[config.mk]
export PLATFORM = sky130hd
export DESIGN_NAME = sat_div_16bit
export DESIGN_NICKNAME = d
export VERILOG_FILES = /design/src/rtl/sat_div_16bit.sv
export SDC_FILE = /design/constraint.sdc
export NUM_CORES = 1
export LEC_CHECK = 0
export ABC_AREA = 1
export CAP_MARGIN = 20
export CORE_MARGIN = 3
export CORE_UTILIZATION = 57
export CTS_CLUSTER_DIAMETER = 50
export DETAILED_ROUTE_END_ITERATION = 8
export DONT_BUFFER_PORTS = 1
export PLACE_DENSITY = 0.7
export RECOVER_POWER = 50
export SLEW_MARGIN = 5
export SYNTH_ARGS = -nofsm -noshare
export SYNTH_HDL_FRONTEND = slang
export SYNTH_SLANG_ARGS = --single-unit
[constraint.sdc]
create_clock -name clk -period 2.3 [get_ports clk]
set_clock_uncertainty 0.2 [all_clocks]
set_input_delay 0.46 -clock clk [delete_from_list [all_inputs] [get_ports clk]]
set_output_delay 0.46 -clock clk [all_outputs]
set_load 0.05 [all_outputs]
[src/rtl/sat_div_16bit.sv]
// Serial restoring signed divider with saturated quotient and a start/busy/done handshake.
// Optional unsigned mode (extra `uns` input) is enabled by defining SAT_DIV_UNSIGNED_EN.
module sat_div_16bit #(
  parameter int WIDTH = 16
) (
  input  logic             clk,
  input  logic             rst,
  input  logic             start,
  input  logic [WIDTH-1:0] A,
  input  logic [WIDTH-1:0] B,
`ifdef SAT_DIV_UNSIGNED_EN
  input  logic             uns,
`endif
  output logic             busy,
  output logic             done,
  output logic [WIDTH-1:0] Quot,
  output logic [WIDTH-1:0] Rem,
  output logic             Ovfl,
  output logic             DivZ
);

  localparam logic [WIDTH-1:0] SAT_MAX = {1'b0, {(WIDTH-1){1'b1}}};
  localparam logic [WIDTH-1:0] SAT_MIN = {1'b1, {(WIDTH-1){1'b0}}};
  localparam int               CNT_W   = $clog2(WIDTH + 1);

  typedef enum logic [1:0] {IDLE, CALC, FIN} state_t;

  state_t             state_q, state_d;
  logic [CNT_W-1:0]   cnt_q;
  logic               uns_in;
  logic               sign_a_in, sign_b_in;
  logic [WIDTH-1:0]   mag_a_in, mag_b_in;

  // Working registers: remainder is WIDTH+1 bits so a 0x8000 magnitude never wraps.
  logic [WIDTH:0]     rem_r;
  logic [WIDTH-1:0]   quot_r;
  logic [WIDTH-1:0]   mag_b;
  logic               sign_a, sign_q, divz_r, uns_r;

  logic [WIDTH+1:0]        shifted;
  logic signed [WIDTH+1:0] trial;
  logic                    trial_neg;

  function automatic logic [WIDTH-1:0] apply_sign(input logic [WIDTH-1:0] mag, input logic neg);
    return neg ? (~mag + 1'b1) : mag;
  endfunction

  // Only a positive 2^(WIDTH-1) magnitude (min / -1) cannot be represented.
  function automatic logic [WIDTH-1:0] sat_quot(input logic [WIDTH-1:0] mag, input logic neg);
    if (!neg && mag[WIDTH-1]) return SAT_MAX;
    return apply_sign(mag, neg);
  endfunction

`ifdef SAT_DIV_UNSIGNED_EN
  assign uns_in = uns;
`else
  assign uns_in = 1'b0;
`endif

  assign sign_a_in = A[WIDTH-1] & ~uns_in;
  assign sign_b_in = B[WIDTH-1] & ~uns_in;
  assign mag_a_in  = apply_sign(A, sign_a_in);
  assign mag_b_in  = apply_sign(B, sign_b_in);

  assign shifted   = {rem_r, quot_r[WIDTH-1]};
  assign trial     = $signed(shifted) - $signed({2'b00, mag_b});
  assign trial_neg = trial[WIDTH+1];

  assign busy = (state_q != IDLE);

  always_comb begin
    state_d = state_q;
    case (state_q)
      IDLE:    if (start) state_d = (B == '0) ? FIN : CALC;
      CALC:    if (cnt_q == CNT_W'(WIDTH - 1)) state_d = FIN;
      FIN:     state_d = IDLE;
      default: state_d = IDLE;
    endcase
  end

  always_ff @(posedge clk) begin
    if (state_q == IDLE && start) begin
      quot_r <= mag_a_in;
      rem_r  <= '0;
      mag_b  <= mag_b_in;
      sign_a <= sign_a_in;
      sign_q <= sign_a_in ^ sign_b_in;
      divz_r <= (B == '0);
      uns_r  <= uns_in;
    end else if (state_q == CALC) begin
      rem_r  <= trial_neg ? shifted[WIDTH:0] : trial[WIDTH:0];
      quot_r <= {quot_r[WIDTH-2:0], ~trial_neg};
    end
  end

  always_ff @(posedge clk) begin
    if (rst) begin
      state_q <= IDLE;
      cnt_q   <= '0;
      done    <= 1'b0;
      Quot    <= '0;
      Rem     <= '0;
      Ovfl    <= 1'b0;
      DivZ    <= 1'b0;
    end else begin
      state_q <= state_d;
      done    <= (state_q == FIN);
      cnt_q   <= (state_q == CALC) ? cnt_q + 1'b1 : '0;
      // Sign correction and result write-back
      if (state_q == FIN) begin
        if (divz_r) begin
          Quot <= uns_r ? {WIDTH{1'b1}} : (sign_a ? SAT_MIN : SAT_MAX);
          Rem  <= apply_sign(quot_r, sign_a);
          Ovfl <= 1'b0;
          DivZ <= 1'b1;
        end else begin
          Quot <= uns_r ? quot_r : sat_quot(quot_r, sign_q);
          Rem  <= apply_sign(rem_r[WIDTH-1:0], sign_a);
          Ovfl <= ~uns_r & ~sign_q & quot_r[WIDTH-1];
          DivZ <= 1'b0;
        end
      end
    end
  end

endmodule

==> impl_metrics.json, run 1 <==
{
  "cts_tree": "done",
  "timing.final.ws_setup_ns": 0.07090,
  "synth-seq-cells": 94,
  "powerDensity_nw_per_um2": 1034,
  "fill_cells": 1034,
  "p_int_mw": 4.208,
  "ir_drop_mv": 0.6402,
  "numCtsBuffers": 9,
  "combPwrFrac_pct": 48.6,
  "switching_share_pct": 43.90,
  "outcome": "completed",
  "min_period_ns": 2.229,
  "dp_hpwl_um": 14060,
  "path_clk_slew_ns": 0.07,
  "synth_top_area_share_pct": 18.24,
  "power_frac_clock_pct": 19.7,
  "p_leak_nw": 3.529,
  "num_vias": 6367,
  "gr-usage-all-layers_pct": 28.52,
  "synth-adder-area-share_pct": 4.560,
  "cts_sinks": 94,
  "multi_input_area_um2": 3680,
  "end_kind": "flop",
  "yosysWarnings": 0,
  "start_util_pct": 58.95,
  "rsz0062_at_grt": "yes",
  "grt_overflow": 0,
  "io_buffers": 0,
  "async_reset_ff_share_pct": 0,
  "seq_area_um2": 2235,
  "syn_inst": 979,
  "synth_commonest_cells": "nand2_1, inv_1, nand3_1",
  "fin_crit_sh_pct": 96.92,
  "setup_viol": 0,
  "synthXorXnorAreaFrac_pct": 6.357,
  "synth-seq-area-share_pct": 34.47,
  "cp.required_ns": 2.35,
  "pin_count": 71,
  "n_antenna_cell": 0,
  "wl_um": 18080,
  "slowest_stage": "edfxtp_1",
  "crit_path_start_kind": "flop",
  "synth_fp_nets": 1037,
  "ff2ff_path_depth": 15,
  "yosysMostFrequentCell": "nand2_1",
  "synthFlopType": "dfxtp_1",
  "place_worst_setup_slack_ns": 0.03665,
  "place.gp.congestion": 0.9256,
  "grt_pass1_vias": 5790,
  "min_path_type": "in -> reg",
  "finalMaxSlewViolations": 0,
  "syn_area_um2": 6475,
  "synth_edf_count": 35,
  "cap_violations": 0,
  "crit_top_cell": "nand2_1",
  "synth_simple_gate_area_share_pct": 32.23,
  "holdWs_ns": 0.01068,
  "nets": 1062,
  "die_x_um": 112.6,
  "insertion_delay_ns": 0.35,
  "synth_mux_area_share_pct": 0,
  "p_seq_share_pct": 31.8,
  "root_buffer": "clkbuf_16",
  "yosysTopAreaCell": "dfxtp_1",
  "avgSynthCellArea_um2": 6.614,
  "cp.arrival_ns": 2.28,
  "core.rowCount": 38,
  "max_slew_margin_pct": 48.45,
  "fmax_mhz": 448.6,
  "die_h_um": 112.6,
  "whs_path_depth": 1,
  "synthTopCellsByArea": "dfxtp_1, nand2_1, edfxtp_1",
  "die-area_um2": 12670,
  "worst_pin_slew_ns": 0.7707,
  "via_per_inst": 5.541,
  "wl_per_cell_um": 15.73,
  "yosysUniqueCellTypes": 40,
  "grt_pass1_wl_um": 28830,
  "cp_max_fo": 4,
  "synth_top_family_by_area": "simple AND/OR/NAND/NOR gates",
  "critPathMaxStageDelay_ns": 0.36,
  "drive_gt1_share_pct": 8.622,
  "dr.pass1.iters": 6,
  "drt_iter0_markers": 684,
  "grt_start_max_net_pins": 34,
  "clockBufferDepth": 2,
  "p_switching_mw": 3.292,
  "antenna_found_initial": 0,
  "hold_viol": 0,
  "cts_max_level": 3,
  "area_growth_pct": 12.00,
  "drcViolationCount": 0,
  "core-area_um2": 10980,
  "criticalPathCategory": "reg -> reg",
  "antenna_left": 0,
  "synth-compound-area-share_pct": 12.14,
  "path_cells": "inv_1 -> ha_1 -> fa_2 -> inv_1 -> nand3_1 -> nand2_2 -> nand2_1 -> nand2_1 -> nand2_1 -> nand3_1 -> nand2_1 -> inv_1 -> nand2_1 -> nand3_1 -> nand2_1"
}
[cell usage in the layout (no fill, tap or decap), types with 5 or more instances in the layout]
| cell | instances |
|---|---|
| a21oi_1 | 64 |
| and2_1 | 6 |
| buf_4 | 36 |
| clkbuf_16 | 10 |
| dfxtp_1 | 57 |
| edfxtp_1 | 35 |
| ha_1 | 19 |
| inv_1 | 137 |
| nand2_1 | 278 |
| nand2_2 | 8 |
| nand3_1 | 90 |
| nand3_2 | 5 |
| nand4_1 | 5 |
| nor2_1 | 79 |
| nor3_1 | 10 |
| o211ai_1 | 13 |
| o21ai_0 | 54 |
| xor2_1 | 44 |
[kinds of logic after synthesis]
group	Yosys count
fa+ha+maj	23
xor+xnor	47
compound gates	145
buf+inv	172
simple gates	498
flops	94
[power by group through the flow]
stage	Clock [mW]	Sequential (mW)	Combinational, mW
after floorplan	0	2.32	2.47
after global placement	0	2.39	3.35
after detailed placement	0	2.40	3.42
after CTS	1.49	2.36	3.46
after global routing	1.56	2.41	4.11
final	1.47	2.38	3.64
[final cells by class]
class | count | area share [%]
clock buffer | 11 | 3.502
clock inverter | 5 | 0.5349
inverter | 143 | 7.402
multi-input combinational | 713 | 50.74
sequential | 94 | 30.81
tap | 140 | 2.415
timing repair buffer | 43 | 4.589
[flip-flops by register name (all words and copies together) (netlist names)]
signal	cells
cnt_q	5
DivZ	1
quot_r	16
Rem	16
Quot	16
rem_r	17
mag_b	16
sign_q	1
Ovfl	1
divz_r	1
done	1
state_q	2
sign_a	1
[critical path, delay by kind of cell, from the launching register on]
| family | cells | cell delay [ns] |
|---|---|---|
| adder cells (fa/ha/maj) | 2 | 0.58 |
| buffers and inverters | 3 | 0.19 |
| flip-flops | 1 | 0.36 |
| AND/OR/NAND/NOR | 10 | 0.80 |
[layer usage]
layer  up-vias  part of all wire (%)  routed length, µm  GRT usage [%]
li1       3195                     -                  -              -
met1      2858                    46               8383          42.98
met2       291                    41               7451          40.28
met3        23                    11               1928          7.817
met4         0                   1.7                314          7.292
met5         -                     0                  0              0
[worst paths after layout]
path | startpoint | to | slack (ns)
worst max-delay path | quot_r[15] | rem_r[14] | 0.07
worst min-delay path | rst | Rem[1] | 0.01
worst max register to register | quot_r[15] | rem_r[14] | 0.07
worst min register to register | cnt_q[0] | cnt_q[0] | 0.26
[per-stage QoR]
step	TNS [ns]	power [mW]	cells	instance area (µm²)	utilization, %
global placement	0	5.737	1129	6829	62.18
global route	-0.1188	8.080	1149	7252	66.03
CTS	0	7.313	1148	7152	65.12
floorplan	0	4.794	979	6475	-
detailed placement	0	5.818	1129	6829	62.18
finish	0	7.500	1149	7252	66.03
[what timing repair did]
action	CTS	global route
buffers inserted	0	1
endpoints found under the setup margin	0	26
resized for setup	0	27
hold buffers	3	0
hold endpoints to repair	19	0
No activity file was read; power rests on OpenSTA's default activity.
==> run 2: changes to the inputs <==
--- a/config.mk
+++ b/config.mk
@@ -7,12 +7,13 @@
 export LEC_CHECK = 0
 export ABC_AREA = 1
 export CAP_MARGIN = 20
-export CORE_MARGIN = 3
-export CORE_UTILIZATION = 57
+export CELL_PAD_IN_SITES_DETAIL_PLACEMENT = 0
+export CELL_PAD_IN_SITES_GLOBAL_PLACEMENT = 1
+export CORE_UTILIZATION = 46
 export CTS_CLUSTER_DIAMETER = 50
 export DETAILED_ROUTE_END_ITERATION = 8
 export DONT_BUFFER_PORTS = 1
-export PLACE_DENSITY = 0.7
+export PLACE_DENSITY = 0.79
 export RECOVER_POWER = 50
 export SLEW_MARGIN = 5
 export SYNTH_ARGS = -nofsm -noshare
==> impl_metrics.json, run 2 (synthesis results as in run 1) <==
{
  "largest_reg_flops": 17,
  "n_antenna_cell": 0,
  "fin_setup_tns_ns": 0,
  "criticalPathCategory": "reg -> reg",
  "die_x_um": 120.6,
  "path_clk_slew_ns": 0.07,
  "cp.arrival_ns": 2.22,
  "grt_pass1_vias": 5882,
  "place_worst_setup_slack_ns": 0.02662,
  "post-place-cells": 1167,
  "busiest_layer": "met2",
  "numCtsBuffers": 9,
  "cts_sinks": 94,
  "finalMaxSlewViolations": 0,
  "pin_count": 71,
  "cp_max_fo": 10,
  "regToRegSetupSlack_ns": 0.13,
  "min_path_type": "in -> reg",
  "ff2ff_path_depth": 12,
  "via_per_inst": 5.275,
  "core.rowCount": 42,
  "layout.cells.non_filler": 1189,
  "setup_viol": 0,
  "grt_overflow": 0,
  "die_h_um": 120.6,
  "drt_iter0_markers": 497,
  "r2r_start": "mag_b[13]",
  "powerDensity_nw_per_um2": 1022,
  "top_register": "rem_r",
  "wl_per_cell_um": 15.54,
  "num_vias": 6272,
  "end_kind": "flop",
  "outcome": "completed",
  "slowest_stage": "edfxtp_1",
  "whs_path_depth": 1,
  "place.gp.congestion": 0.9375,
  "drive_gt1_share_pct": 9.279,
  "insertion_delay_ns": 0.35,
  "holdWs_ns": 0.02459,
  "worst_pin_slew_ns": 0.8341,
  "use_met2_pct": 39.40,
  "fill_cells": 1389,
  "drcViolationCount": 0,
  "worstHoldStart": "rst",
  "holdPathEnd": "Rem[1]",
  "layout_commonest_cell": "nand2_1",
  "cap_violations": 0,
  "gr-usage-all-layers_pct": 26.61,
  "antenna_found_initial": 0,
  "place_area_um2": 6877,
  "crit_path_start_kind": "flop",
  "ir_drop_mv": 0.5395,
  "dp_hpwl_um": 14360,
  "fin_area_um2": 7380,
  "cts_tree": "done",
  "wl_um": 18480,
  "area_growth_pct": 13.97,
  "fin_crit_sh_pct": 94.18,
  "grt_pass1_wl_um": 29790,
  "nets": 1066,
  "critPathMaxStageDelay_ns": 0.37,
  "antenna_left": 0,
  "clockBufferDepth": 2,
  "grt_use_met3_pct": 5.425,
  "die-area_um2": 14550,
  "path_cells": "inv_1 -> ha_1 -> nand2_1 -> nor3_2 -> buf_4 -> a21oi_4 -> nand2_2 -> nand2_4 -> buf_8 -> nand3_1 -> nand3_1 -> nand2_1",
  "timing.final.ws_setup_ns": 0.1339,
  "fmax_mhz": 461.7,
  "hold_viol": 0,
  "io_buffers": 0,
  "min_period_ns": 2.166,
  "r2r_end": "rem_r[10]",
  "max_slew_margin_pct": 44.21,
  "dr.pass1.iters": 5,
  "core-area_um2": 13510,
  "cp.required_ns": 2.35,
  "final_cell_mix": "nand2_1, inv_1, nand3_1",
  "start_util_pct": 47.94,
  "p_leak_nw": 3.538,
  "root_buffer": "clkbuf_16",
  "cts_max_level": 3,
  "use_met1_pct": 39.34,
  "grt_start_max_net_pins": 38
}
[run 2: changes by cell type in the layout (fill, tap and decap cells not counted), moves of 2 or more]
| cell | delta |
|---|---|
| buf_4 | +2 |
| buf_6 | +2 |
| inv_1 | +2 |
| ha_1 | -6 |
| ha_4 | +5 |
[run 2: layer usage]
layer | share of wire (%) | up-vias
met4 | 1.0 | 0
li1 | - | 3203
met5 | 0 | -
met3 | 6.9 | 15
met1 | 50 | 2870
met2 | 42 | 184
[run 2: per-stage QoR]
stage,utilization (%),power (mW)
floorplan,-,4.794
global placement,50.92,5.755
finish,54.64,7.543
global route,54.64,8.186
CTS,53.20,7.250
detailed placement,50.92,5.807
[run 2: worst max path at each step]
stage	from	endpoint	cells after the start
2_1_floorplan	quot_r[15]	rem_r[14]	15
3_3_place_gp	rem_r[0]	rem_r[16]	14
3_5_place_dp	quot_r[15]	rem_r[16]	15
4_1_cts	quot_r[15]	rem_r[16]	15
5_1_grt	mag_b[4]	rem_r[10]	15
6_report	mag_b[13]	rem_r[10]	12
[run 2: cell type report]
| type | instances | area (µm²) | area share, % |
|---|---|---|---|
| Clock buffer | 11 | 242.7 | 3.289 |
| Clock inverter | 5 | 35.03 | 0.4747 |
| Inverter | 143 | 536.8 | 7.274 |
| Multi-Input combinational cell | 713 | 3746 | 50.76 |
| Sequential cell | 94 | 2233 | 30.26 |
| Tap cell | 176 | 220.2 | 2.984 |
| Timing Repair Buffer | 47 | 365.4 | 4.951 |
[run 2: power breakdown]
| part | total, mW | switching (mW) | internal, mW | leakage (nW) |
|---|---|---|---|---|
| registers | 2.37 | 0.367 | 2.01 | 0.822 |
| clock network | 1.43 | 0.661 | 0.765 | 0.136 |
| logic | 3.74 | 2.27 | 1.47 | 2.58 |
| total | 7.54 | 3.30 | 4.25 | 3.54 |
[run 2: what timing repair did]
action	in CTS	in global routing
endpoints found under the setup margin	0	20
endpoints found under the hold margin	19	0
gates resized for setup	0	36
setup buffers	0	3
hold buffers	3	0
[run 2: critical path, delay by kind of cell, from the launching register on]
family	cells	cell delay, ns
compound gates	1	0.18
fa+ha+maj	1	0.27
buf+inv	3	0.43
flops	1	0.37
simple gates	7	0.63
==> run 3: changes to the inputs <==
--- a/config.mk
+++ b/config.mk
@@ -13,6 +13,7 @@
 export CTS_CLUSTER_DIAMETER = 50
 export DETAILED_ROUTE_END_ITERATION = 8
 export DONT_BUFFER_PORTS = 1
+export MAX_ROUTING_LAYER = met4
 export PLACE_DENSITY = 0.79
 export RECOVER_POWER = 50
 export SLEW_MARGIN = 5
==> impl_metrics.json, run 3 (synthesis results as in run 1) <==
{
  "outcome": "completed",
  "largest_reg_flops": 17,
  "fmax_mhz": 455.3,
  "holdPathEnd": "Rem[1]",
  "hold_viol": 0,
  "layout_commonest_cell": "nand2_1",
  "ff2ff_path_depth": 9,
  "grt_pass1_wl_um": 29750,
  "worst_pin_slew_ns": 0.7874,
  "antenna_found_initial": 0,
  "cp.arrival_ns": 2.27,
  "dr.pass1.iters": 5,
  "wl_um": 18500,
  "top_register": "rem_r",
  "via_per_inst": 5.265,
  "fill_cells": 1375,
  "path_delay_family": "simple AND/OR/NAND/NOR gates",
  "regToRegSetupSlack_ns": 0.10,
  "end_kind": "flop",
  "place_area_um2": 6914,
  "seq_area_um2": 2232,
  "io_buffers": 0,
  "n_antenna_cell": 0,
  "final_cell_mix": "nand2_1, inv_1, nand3_1",
  "nets": 1069,
  "drt_iter0_markers": 445,
  "p_switching_mw": 3.288,
  "min_period_ns": 2.196,
  "drcViolationCount": 0,
  "dp_hpwl_um": 14610,
  "path_clk_slew_ns": 0.07,
  "cts_tree": "done",
  "min_path_type": "in -> reg",
  "die-area_um2": 14550,
  "cts_max_level": 3,
  "grt_start_max_net_pins": 32,
  "holdWs_ns": 0.02104,
  "worstHoldStart": "rst",
  "ir_drop_mv": 0.5018,
  "start_util_pct": 47.94,
  "criticalPathCategory": "reg -> reg",
  "powerDensity_nw_per_um2": 1018,
  "path_cells": "inv_1 -> nor2_1 -> inv_2 -> nor2_1 -> inv_1 -> nor2_2 -> buf_4 -> o21ai_0 -> o21ai_0",
  "p_seq_share_pct": 31.5,
  "p_int_mw": 4.135,
  "insertion_delay_ns": 0.35,
  "setup_viol": 0,
  "finalMaxSlewViolations": 0,
  "p_leak_nw": 3.569,
  "grt_overflow": 0,
  "clockBufferDepth": 2,
  "critPathBufInv": 4,
  "power_frac_clock_pct": 19.5,
  "wl_per_cell_um": 15.52,
  "numCtsBuffers": 9,
  "place.gp.congestion": 0.9047,
  "root_buffer": "clkbuf_16",
  "num_vias": 6276,
  "cts_sinks": 94,
  "cp_max_fo": 10,
  "whs_path_depth": 1,
  "gr-usage-all-layers_pct": 27.31,
  "fin_crit_sh_pct": 95.49,
  "pin_count": 71,
  "critPathMaxStageDelay_ns": 0.37,
  "crit_path_start_kind": "flop",
  "multi_input_area_um2": 3640,
  "die_x_um": 120.6,
  "cp.required_ns": 2.37,
  "grt_pass1_vias": 5780,
  "core-area_um2": 13510,
  "critPathLaunch": "state_q[1]",
  "rsz0062_at_grt": "yes",
  "drive_gt1_share_pct": 8.661,
  "r2r_end": "Rem[2]",
  "die_h_um": 120.6,
  "r2r_start": "state_q[1]",
  "slowest_stage": "dfxtp_1",
  "antenna_left": 0,
  "core.rowCount": 42,
  "cap_violations": 0,
  "switching_share_pct": 44.29,
  "max_slew_margin_pct": 47.45,
  "area_growth_pct": 12.60,
  "fin_area_um2": 7291,
  "combPwrFrac_pct": 49.0
}
==> run 3: cell count changes in the layout (fill, tap and decap cells not counted), moves of 2 or more <==
cell,delta
ha_1,+9
ha_4,-8
buf_4,+4
nand2_4,+2
o21ai_0,+2
o21ai_1,-2
==> run 3: layer usage <==
metal / track usage [%] / up-vias / part of all wire [%]
li1: - / 3205 / -
met1: 40.43 / 2876 / 51
met2: 38.25 / 184 / 41
met3: 5.566 / 11 / 6.8
met4: 5.093 / 0 / 0.75
met5: - / - / 0
==> run 3: what timing repair did <==
item / 4_1_cts / 5_1_grt
hold buffers: 3 / 0
setup buffers: 0 / 1
endpoints found under the hold margin: 19 / 0
resized for setup: 0 / 20
setup endpoints to repair: 0 / 24
==> run 3: worst max path at each step <==
stage | end | slack [ns] | depth (start not counted)
5_1_grt | rem_r[3] | -0.01 | 15
2_1_floorplan | rem_r[14] | 0.19 | 15
4_1_cts | rem_r[16] | 0.02 | 15
3_3_place_gp | rem_r[14] | 0.09 | 15
3_5_place_dp | rem_r[14] | 0.05 | 15
6_report | Rem[2] | 0.10 | 9
==> run 3: cell type report <==
class / count / area share, %
inverter: 143 / 7.362
timing repair buffer: 50 / 5.251
clock buffer: 9 / 3.089
multi-input combinational: 713 / 49.92
sequential: 94 / 30.62
clock inverter: 7 / 0.7379
tap: 176 / 3.020
==> run 3: power by group through the flow <==
| stage | Combinational [mW] | Sequential [mW] | Clock (mW) |
|---|---|---|---|
| final | 3.64 | 2.34 | 1.45 |
| after detailed placement | 3.50 | 2.38 | 0 |
| after global placement | 3.43 | 2.37 | 0 |
| after CTS | 3.52 | 2.34 | 1.48 |
| after floorplan | 2.47 | 2.32 | 0 |
| after global routing | 4.15 | 2.37 | 1.55 |
==> run 3: per-stage QoR <==
step | utilization, % | total power, mW | std cells | setup TNS [ns] | setup WS [ns]
after floorplan | - | 4.794 | 979 | 0 | 0.1882
after detailed placement | 51.20 | 5.873 | 1172 | 0 | 0.04887
after global routing | 53.98 | 8.069 | 1192 | -0.04651 | -0.01281
after global placement | 51.20 | 5.798 | 1172 | 0 | 0.08903
final | 53.98 | 7.424 | 1192 | 0 | 0.1037
after CTS | 53.48 | 7.335 | 1191 | 0 | 0.02433
